## src/rtl/device_pkt_decoder.sv

```systemverilog
// Serial packet decoder: SYNC / PID / token / data field extraction with end-of-packet validation.
// Optional build macro DEVICE_PKT_CRC_CHECK_EN enables CRC5/CRC16 residual checking.
module device_pkt_decoder (
    input  logic        clk,
    input  logic        rst,
    input  logic        inb,
    input  logic        in_valid,
    input  logic        eop,
    output logic [3:0]  pid,
    output logic [6:0]  addr,
    output logic [3:0]  endp,
    output logic [63:0] data,
    output logic        pkt_valid,
    output logic        error,
    output logic        busy
);

    // state    | meaning
    // IDLE     | waiting for the first bit of a packet
    // SYNC     | checking the 8-bit sync pattern 0000_0001
    // PID      | collecting the PID byte, LSB first
    // TOKEN    | collecting addr/endp/CRC5 (16 bits)
    // DATA     | collecting 64-bit payload plus CRC16 (80 bits)
    // WAIT_EOP | packet complete, waiting for eop
    // ERR      | packet rejected, discarding bits until eop
    typedef enum logic [2:0] {
        ST_IDLE, ST_SYNC, ST_PID, ST_TOKEN, ST_DATA, ST_WAIT_EOP, ST_ERR
    } state_t;

    state_t      state_q;
    logic [6:0]  bit_cnt_q;
    logic [7:0]  pid_sr_q;
    logic [10:0] tok_sr_q;
    logic [63:0] data_sr_q;
    logic [3:0]  pid_q;
    logic [6:0]  addr_q;
    logic [3:0]  endp_q;
    logic [63:0] data_q;
    logic        pkt_valid_q;
    logic        error_q;

    logic [7:0]  pid_byte_d;
    logic        nibble_ok;
    logic        crc_ok;

    assign pid_byte_d = {inb, pid_sr_q[7:1]};
    assign nibble_ok  = (pid_byte_d[7:4] == ~pid_byte_d[3:0]);

`ifdef DEVICE_PKT_CRC_CHECK_EN
    logic [4:0]  crc5_q;
    logic [4:0]  crc5_d;
    logic [15:0] crc16_q;
    logic [15:0] crc16_d;

    assign crc5_d  = {crc5_q[3:0], 1'b0} ^ ({5{inb ^ crc5_q[4]}} & 5'h05);
    assign crc16_d = {crc16_q[14:0], 1'b0} ^ ({16{inb ^ crc16_q[15]}} & 16'h8005);

    // PID bits [1:0] distinguish token (01), data (11) and handshake (10)
    always_comb begin
        crc_ok = 1'b1;
        case (pid_sr_q[1:0])
            2'b01:   crc_ok = (crc5_q == 5'b01100);
            2'b11:   crc_ok = (crc16_q == 16'h800D);
            default: crc_ok = 1'b1;
        endcase
    end
`else
    assign crc_ok = 1'b1;
`endif

    always_ff @(posedge clk) begin
        if (rst) begin
            state_q     <= ST_IDLE;
            bit_cnt_q   <= '0;
            pid_sr_q    <= '0;
            tok_sr_q    <= '0;
            data_sr_q   <= '0;
            pid_q       <= '0;
            addr_q      <= '0;
            endp_q      <= '0;
            data_q      <= '0;
            pkt_valid_q <= 1'b0;
            error_q     <= 1'b0;
`ifdef DEVICE_PKT_CRC_CHECK_EN
            crc5_q      <= '0;
            crc16_q     <= '0;
`endif
        end else begin
            pkt_valid_q <= 1'b0;
            error_q     <= 1'b0;
            case (state_q)
                ST_IDLE: begin
                    if (in_valid && !eop) begin
                        bit_cnt_q <= 7'd1;
                        state_q   <= inb ? ST_ERR : ST_SYNC;
                    end
                end
                ST_SYNC: begin
                    if (eop) begin
                        error_q <= 1'b1;
                        state_q <= ST_IDLE;
                    end else if (in_valid) begin
                        if (inb != (bit_cnt_q == 7'd7)) begin
                            state_q <= ST_ERR;
                        end else if (bit_cnt_q == 7'd7) begin
                            bit_cnt_q <= '0;
                            state_q   <= ST_PID;
                        end else begin
                            bit_cnt_q <= bit_cnt_q + 7'd1;
                        end
                    end
                end
                ST_PID: begin
                    if (eop) begin
                        error_q <= 1'b1;
                        state_q <= ST_IDLE;
                    end else if (in_valid) begin
                        pid_sr_q <= pid_byte_d;
                        if (bit_cnt_q == 7'd7) begin
                            bit_cnt_q <= '0;
`ifdef DEVICE_PKT_CRC_CHECK_EN
                            crc5_q    <= 5'h1F;
                            crc16_q   <= 16'hFFFF;
`endif
                            if (!nibble_ok) begin
                                state_q <= ST_ERR;
                            end else begin
                                case (pid_byte_d[3:0])
                                    4'b0001, 4'b1001, 4'b1101: state_q <= ST_TOKEN;
                                    4'b0011, 4'b1011:          state_q <= ST_DATA;
                                    4'b0010, 4'b1010:          state_q <= ST_WAIT_EOP;
                                    default:                   state_q <= ST_ERR;
                                endcase
                            end
                        end else begin
                            bit_cnt_q <= bit_cnt_q + 7'd1;
                        end
                    end
                end
                ST_TOKEN: begin
                    if (eop) begin
                        error_q <= 1'b1;
                        state_q <= ST_IDLE;
                    end else if (in_valid) begin
                        if (bit_cnt_q < 7'd11) begin
                            tok_sr_q <= {inb, tok_sr_q[10:1]};
                        end
`ifdef DEVICE_PKT_CRC_CHECK_EN
                        crc5_q <= crc5_d;
`endif
                        if (bit_cnt_q == 7'd15) begin
                            bit_cnt_q <= '0;
                            state_q   <= ST_WAIT_EOP;
                        end else begin
                            bit_cnt_q <= bit_cnt_q + 7'd1;
                        end
                    end
                end
                ST_DATA: begin
                    if (eop) begin
                        error_q <= 1'b1;
                        state_q <= ST_IDLE;
                    end else if (in_valid) begin
                        if (bit_cnt_q < 7'd64) begin
                            data_sr_q <= {inb, data_sr_q[63:1]};
                        end
`ifdef DEVICE_PKT_CRC_CHECK_EN
                        crc16_q <= crc16_d;
`endif
                        if (bit_cnt_q == 7'd79) begin
                            bit_cnt_q <= '0;
                            state_q   <= ST_WAIT_EOP;
                        end else begin
                            bit_cnt_q <= bit_cnt_q + 7'd1;
                        end
                    end
                end
                ST_WAIT_EOP: begin
                    if (eop) begin
                        state_q <= ST_IDLE;
                        if (crc_ok) begin
                            pkt_valid_q <= 1'b1;
                            pid_q       <= pid_sr_q[3:0];
                            if (pid_sr_q[1:0] == 2'b01) begin
                                addr_q <= tok_sr_q[6:0];
                                endp_q <= tok_sr_q[10:7];
                            end
                            if (pid_sr_q[1:0] == 2'b11) begin
                                data_q <= data_sr_q;
                            end
                        end else begin
                            error_q <= 1'b1;
                        end
                    end else if (in_valid) begin
                        state_q <= ST_ERR;
                    end
                end
                ST_ERR: begin
                    if (eop) begin
                        error_q <= 1'b1;
                        state_q <= ST_IDLE;
                    end
                end
                default: state_q <= ST_IDLE;
            endcase
        end
    end

    assign pid       = pid_q;
    assign addr      = addr_q;
    assign endp      = endp_q;
    assign data      = data_q;
    assign pkt_valid = pkt_valid_q;
    assign error     = error_q;
    assign busy      = (state_q != ST_IDLE);

endmodule

```

## config.mk

```make
export PLATFORM = sky130hd
export DESIGN_NAME = device_pkt_decoder
export DESIGN_NICKNAME = d
export VERILOG_FILES = /design/src/rtl/device_pkt_decoder.sv
export SDC_FILE = /design/constraint.sdc
export NUM_CORES = 1
export LEC_CHECK = 0
export ABC_CLOCK_PERIOD_IN_PS = 3100
export BUFFER_PORTS_ARGS = -buffer_cell sky130_fd_sc_hd__buf_2
export CAP_MARGIN = 5
export CELL_PAD_IN_SITES_DETAIL_PLACEMENT = 1
export CELL_PAD_IN_SITES_GLOBAL_PLACEMENT = 1
export CORE_MARGIN = 3
export CORE_UTILIZATION = 45
export DETAILED_ROUTE_END_ITERATION = 10
export PLACE_DENSITY_LB_ADDON = 0.2
export RECOVER_POWER = 50
export SYNTH_ARGS = -nofsm -noshare
export SYNTH_HDL_FRONTEND = slang
export SYNTH_SLANG_ARGS = --single-unit
export TNS_END_PERCENT = 20
```

## constraint.sdc

```tcl
create_clock -name clk -period 3.1 [get_ports clk]
set_clock_uncertainty 0.05 [all_clocks]
set_input_delay 0.62 -clock clk [delete_from_list [all_inputs] [get_ports clk]]
set_output_delay 0.62 -clock clk [all_outputs]
set_load 0.05 [all_outputs]
```

# ---- Word level (Yosys, flattened, before mapping)
# Cells that the tools add are included.
dict set report classes {
  add_sub_neg 1
  multipliers 0
  div 0
  n_lt_le_gt_ge 2
  n_eq_ne 40
  n_shift 0
  n_mux 36
  bitwise 4
  n_reduce_logical 19
}
# cell count
set ops {}
lappend ops {{2-to-1 mux 7 bit} 13}
lappend ops {{2-to-1 mux 3 bit} 19}
lappend ops {{case mux 7 bit (5 select lines)} 1}
lappend ops {{inequality test 3 bit (second input constant)} 8}
lappend ops {{inequality test 2 bit (second input constant)} 11}
lappend ops {{AND reduction 11 bit} 2}
lappend ops {{case mux 3 bit (7 select lines)} 1}
lappend ops {{equality test 4 bit (second input constant)} 4}
lappend ops {{equality test 3 bit (second input constant)} 3}
lappend ops {{case mux 3 bit (3 select lines)} 1}
lappend ops {{AND reduction 3 bit} 3}
lappend ops {{equality test 4 x 2 -> 1 bit (second input constant)} 2}
lappend ops {{AND reduction 4 bit} 2}
lappend ops {{OR reduction 2 bit} 4}
lappend ops {{adder 7 x 1 -> 7 bit (second input constant)} 1}
lappend ops {{equality test 7 x 3 -> 1 bit (second input constant)} 1}
lappend ops {{equality test 7 x 4 -> 1 bit (second input constant)} 1}
lappend ops {{equality test 7 bit (second input constant)} 1}
lappend ops {{less-than comparator 7 x 4 -> 1 bit (second input constant)} 1}
lappend ops {{less-than comparator 7 bit (second input constant)} 1}
lappend ops {{equality test 3 x 2 -> 1 bit (second input constant)} 2}
lappend ops {{nonzero test 5 bit} 1}
lappend ops {{OR reduction 5 bit} 1}
lappend ops {{equality test 4 x 1 -> 1 bit (second input constant)} 1}
lappend ops {{15 further kinds} 17}
dict set report totals {
  ff_bits 174
  latchBits 0
  ram_bits 0
  rom_bits 0
  in_bits 5
  out_inout_bits 82
  elab_cells 113
  mem_count 0
}

# ---- Longest topological paths before layout
dict set report logic_depth {
  depth_word 8
  depth_mapped 8
  ltp_nobuf 7
}

# ---- Least setup slack after synthesis
# Ideal clock, no wire load.
dict set report synth_path {
  path_kind {register -> register}
  startpoint {register bit_cnt_q[0]}
  endpoint {register bit_cnt_q[5]}
  setup_ns 0.070
  arrival_time_ns 1.998
  slack_ns 0.981
  stages_incl_launch_ff 8
  n_path_buf 0
  cell_sequence {dfxtp_1 > ha_1 > and3_1 > a311o_1 > a21oi_2 > nor2_2 > or4_1 > a21oi_1}
}
dict set report synth_via {
  elab_chain_cells 6
}
# item line_no
set synth_lines {}
lappend synth_lines {{start, declared} 31} ;# logic [6:0] bit_cnt_q;
lappend synth_lines {{start signal, assigned} 109} ;# bit_cnt_q <= bit_cnt_q + 7'd1;
lappend synth_lines {{start signal, assigned} 136} ;# bit_cnt_q <= bit_cnt_q + 7'd1;
lappend synth_lines {{start signal, assigned} 155} ;# bit_cnt_q <= bit_cnt_q + 7'd1;
lappend synth_lines {{adder 7 x 1 -> 7 bit or equality test 7 x 3 -> 1 bit (tied branches)} --}
lappend synth_lines {{2-to-1 mux 7 bit} {105, 119}}
lappend synth_lines {{2-to-1 mux 7 bit} 103} ;# if (inb != (bit_cnt_q == 7'd7)) begin
lappend synth_lines {{2-to-1 mux 7 bit} 102} ;# end else if (in_valid) begin
lappend synth_lines {{2-to-1 mux 7 bit} 99} ;# if (eop) begin
lappend synth_lines {{case mux 7 bit (5 select lines)} 91} ;# case (state_q)
# Parallel ways exist; a longest one is shown, timed or not. The select of a mux whose other input is x is not followed.
# A chain may end at the register's enable or synchronous reset.

# ---- Worst setup path after layout
dict set report layout_path {
  startpoint {register state_q[1]}
  endpoint {output busy}
}
dict set report layout_via {
  elab_chain_cells 1
}
# item line_no
set layout_lines {}
lappend layout_lines {{start, declared} 30} ;# state_t state_q;
lappend layout_lines {{start signal, assigned} 95} ;# state_q <= inb ? ST_ERR : ST_SYNC;
lappend layout_lines {{nonzero test 3 bit} 215} ;# assign busy = (state_q != ST_IDLE);
lappend layout_lines {{end, declared} 15} ;# output logic busy
# Every way passes these cells.

==> impl_metrics.csv <==
group,metric,value,unit
status,status,"finished with violations",
status,violations,"max-capacitance violations, max-slew violations",
routing,wl_per_cell,15.7,um
layout,antenna_cells,0,
layout,utilization,0.540,
floorplanning,die_y,127,um
clock_network,postCtsHoldBufs,0,
clock_network,clkLatencyLatePin,430,ps
synth,ys_ff_latch,174,
routing,vias,5779,
sta,slew_headroom,-0.233,
clock_network,cts.path.max_buffers,2,
synth,syn_inst,830,
pwr,p_sw,1.43,mW
global_routing,grt_pass1_vias,5822,
worst_setup_path,r2r-end,"tok_sr_q[2]",
worst_setup_path,path_max_fanout,16,
clock_network,cts_setup_buffers,0,
placement,dp_hpwl,10600,um
pwr,clockPowerShare,0.426,
synth,syn-cell-area,6620,um^2
synth,yosysWarningCount,0,
layout,drive_above_1_share,0.0580,
sta,rsz0062_at_grt,"false",
worst_setup_path,required,2430,ps
pwr,power_leakage,2.43,nW
global_routing,track_usage,0.214,
sta,period_share,0.841,
run,maxCapViolations,1,
layout,fillers,1762,
global_routing,grt_pass1_wl,28500,um
synth,synth-edff-count,0,
sta,tns,0,ps
sta,drv_slew,94,
routing,finalWirelength,16900,um
layout,nets,891,
floorplanning,num_rows,43,
synth,synthFlopType,"dfxtp_1",
clock_network,ctsResizeCount,0,
synth,synth-seq-area-share,0.526,
sta,setup_viol,0,
global_routing,antenna_found_initial,0,
pwr,p_per_area,676,nW/um^2
synth,syn_area_per_cell,7.98,um^2
synth,synthArstFlopShare,0,
pwr,seqPwrFrac,0.458,
clock_network,cts-root-buf,"clkbuf_16",
clock_network,htreeDepth,4,
synth,synth_nets,836,
routing,drtIter0Drc,390,
worst_setup_path,crit_path_cell_trace,"nor3_1 -> inv_1 -> buf_2",
worst_setup_path,arrival,1940,ps
routing,drt_first_pass_iters,4,
routing,via_per_inst,5.37,
synth,yosysUniqueCellTypes,53,
clock_network,cts_tree,"done",
pwr,power_frac_comb,0.116,
worst_setup_path,r2r_start,"state_q[0]",
worst_setup_path,reg2reg_slack,650,ps
placement,port-buffer-count,86,
sta,final.min_clock_period,2610,ps
sta,max_freq,0.383,GHz
floorplanning,start_util,0.468,
hold_path,hold_depth,2,
floorplanning,io_pins,87,
global_routing,grt_overflow,0,
clock_network,numCtsBuffers,17,
pwr,switching_share,0.277,
pwr,irDropWorstVdd,0.373,mV
layout,synthToLayoutAreaGrowth,15.4,%
placement,routabilityCongestion,0.855,
hold_path,worstHoldPathType,"flip-flop to flip-flop",
clock_network,clkSlewWorstSetupHoldPaths,70,ps
worst_setup_path,endpoint_kind,"primary output",
hold_path,min-delay-start,"data[16]",
floorplanning,die_w,127,um
floorplanning,die_area,16200,um^2
routing,drc,0,
sta,hold_viol,0,
sta,worstMarginPinSlew,1850,ps
global_routing,grt_max_degree,95,
pwr,power,5.16,mW
worst_setup_path,slowest_delay,580,ps
sta,holdWs,405,ps
worst_setup_path,reg2reg_depth,5,
pwr,power.internal,3.74,mW
worst_setup_path,cp-start-kind,"flip-flop",
floorplanning,fp.coreArea,14100,um^2
worst_setup_path,crit_type,"flip-flop to primary output",
routing,detail-route-antenna-nets,0,
worst_setup_path,cpMaxStageDelayCell,"nor3_1",
hold_path,min_to,"data[16]",
clock_network,clock-sinks,174,
-- cell families (layout without fill, tap and decap cells) --
| group | count (synthesis) | count (layout) | share of synthesized area |
|---|---|---|---|
| flops | 174 | 174 | 0.526 |
| compound gates | 185 | 185 | 0.155 |
| simple gates | 376 | 376 | 0.237 |
| xor+xnor | 5 | 5 | 0.00662 |
| buf+inv | 67 | 134 | 0.0404 |
| fa+ha+maj | 1 | 1 | 0.00189 |
| mux | 22 | 22 | 0.0333 |
-- how the worst max path moves through the flow --
stage                     depth (start not counted)       endpoint    startpoint
after floorplan                                   7   bit_cnt_q[5]  bit_cnt_q[0]
after global placement                            6  data_sr_q[39]      in_valid
after detailed placement                          6   bit_cnt_q[6]      in_valid
after CTS                                         3           busy    state_q[0]
after global routing                              5   bit_cnt_q[6]           rst
final                                             3           busy    state_q[1]
-- area by class of cell --
cell class	count	area [um^2]	share of cell area
Sequential cell	174	3480	0.456
Multi-Input combinational cell	589	2870	0.376
Inverter	7	26.3	0.00344
Clock inverter	11	155	0.0203
Clock buffer	20	447	0.0584
Timing Repair Buffer	96	434	0.0568
Tap cell	180	225	0.0295
-- cell usage after synthesis (4+ instances only) --
cell / instances / area (um^2)
a21oi_1: 149 / 746
buf_2: 10 / 50.1
clkbuf_1: 48 / 180
dfxtp_1: 174 / 3480
inv_1: 7 / 26.3
mux2i_1: 22 / 220
nand2_1: 284 / 1070
nand3_1: 16 / 80.1
nor2_1: 36 / 135
nor2b_1: 5 / 31.3
nor3_1: 7 / 35.0
nor3b_1: 4 / 30.0
o21ai_0: 6 / 30.0
-- worst max-delay path, delay by kind of cell (launching register included) --
kind          cells  cell delay, ps
flops             1             510
simple gates      1             580
buf+inv           2             420
-- power by group through the flow --
stage                     Clock (mW)  Sequential [mW]  Combinational (mW)
final                           2.20             2.36               0.598
after global routing            2.33             2.37               0.660
after CTS                       2.24             2.36               0.606
after detailed placement           0             2.41               0.593
after global placement             0             2.40               0.566
after floorplan                    0             2.34               0.499
-- through the flow --
stage | instances | setup slack (ps) | area, um^2
after CTS | 1077 | 523 | 7760
after global routing | 1077 | 293 | 7640
final | 1077 | 492 | 7640
after global placement | 1046 | 770 | 7160
after floorplan | 830 | 981 | 6620
after detailed placement | 1046 | 697 | 7160
-- per-layer routing --
layer,global-route usage,up-vias,part of all wire
met5,0,-,0
met4,0.0852,0,0.018
met3,0.0452,31,0.031
met2,0.377,79,0.52
met1,0.255,2808,0.43
li1,-,2861,-
-- layout by cell type (no fill, tap or decap), drive strengths merged, types with 9 or more instances in the layout --
| cell | instances |
|---|---|
| inv | 10 |
| buf | 12 |
| dfxtp | 174 |
| clkbuf | 104 |
| a21oi | 150 |
| mux2i | 22 |
| nor3 | 9 |
| o21ai | 9 |
| nor2 | 37 |
| nand3 | 16 |
| nand2 | 284 |
-- state kept, by name, indices dropped and copies added, names as in the netlist --
register / cells
data: 64
data_sr_q: 64
tok_sr_q: 11
pid_sr_q: 8
addr: 7
bit_cnt_q: 7
endp: 4
pid: 4
state_q: 3
error: 1
pkt_valid: 1
Note: power is estimated with default switching activity, not from simulation.
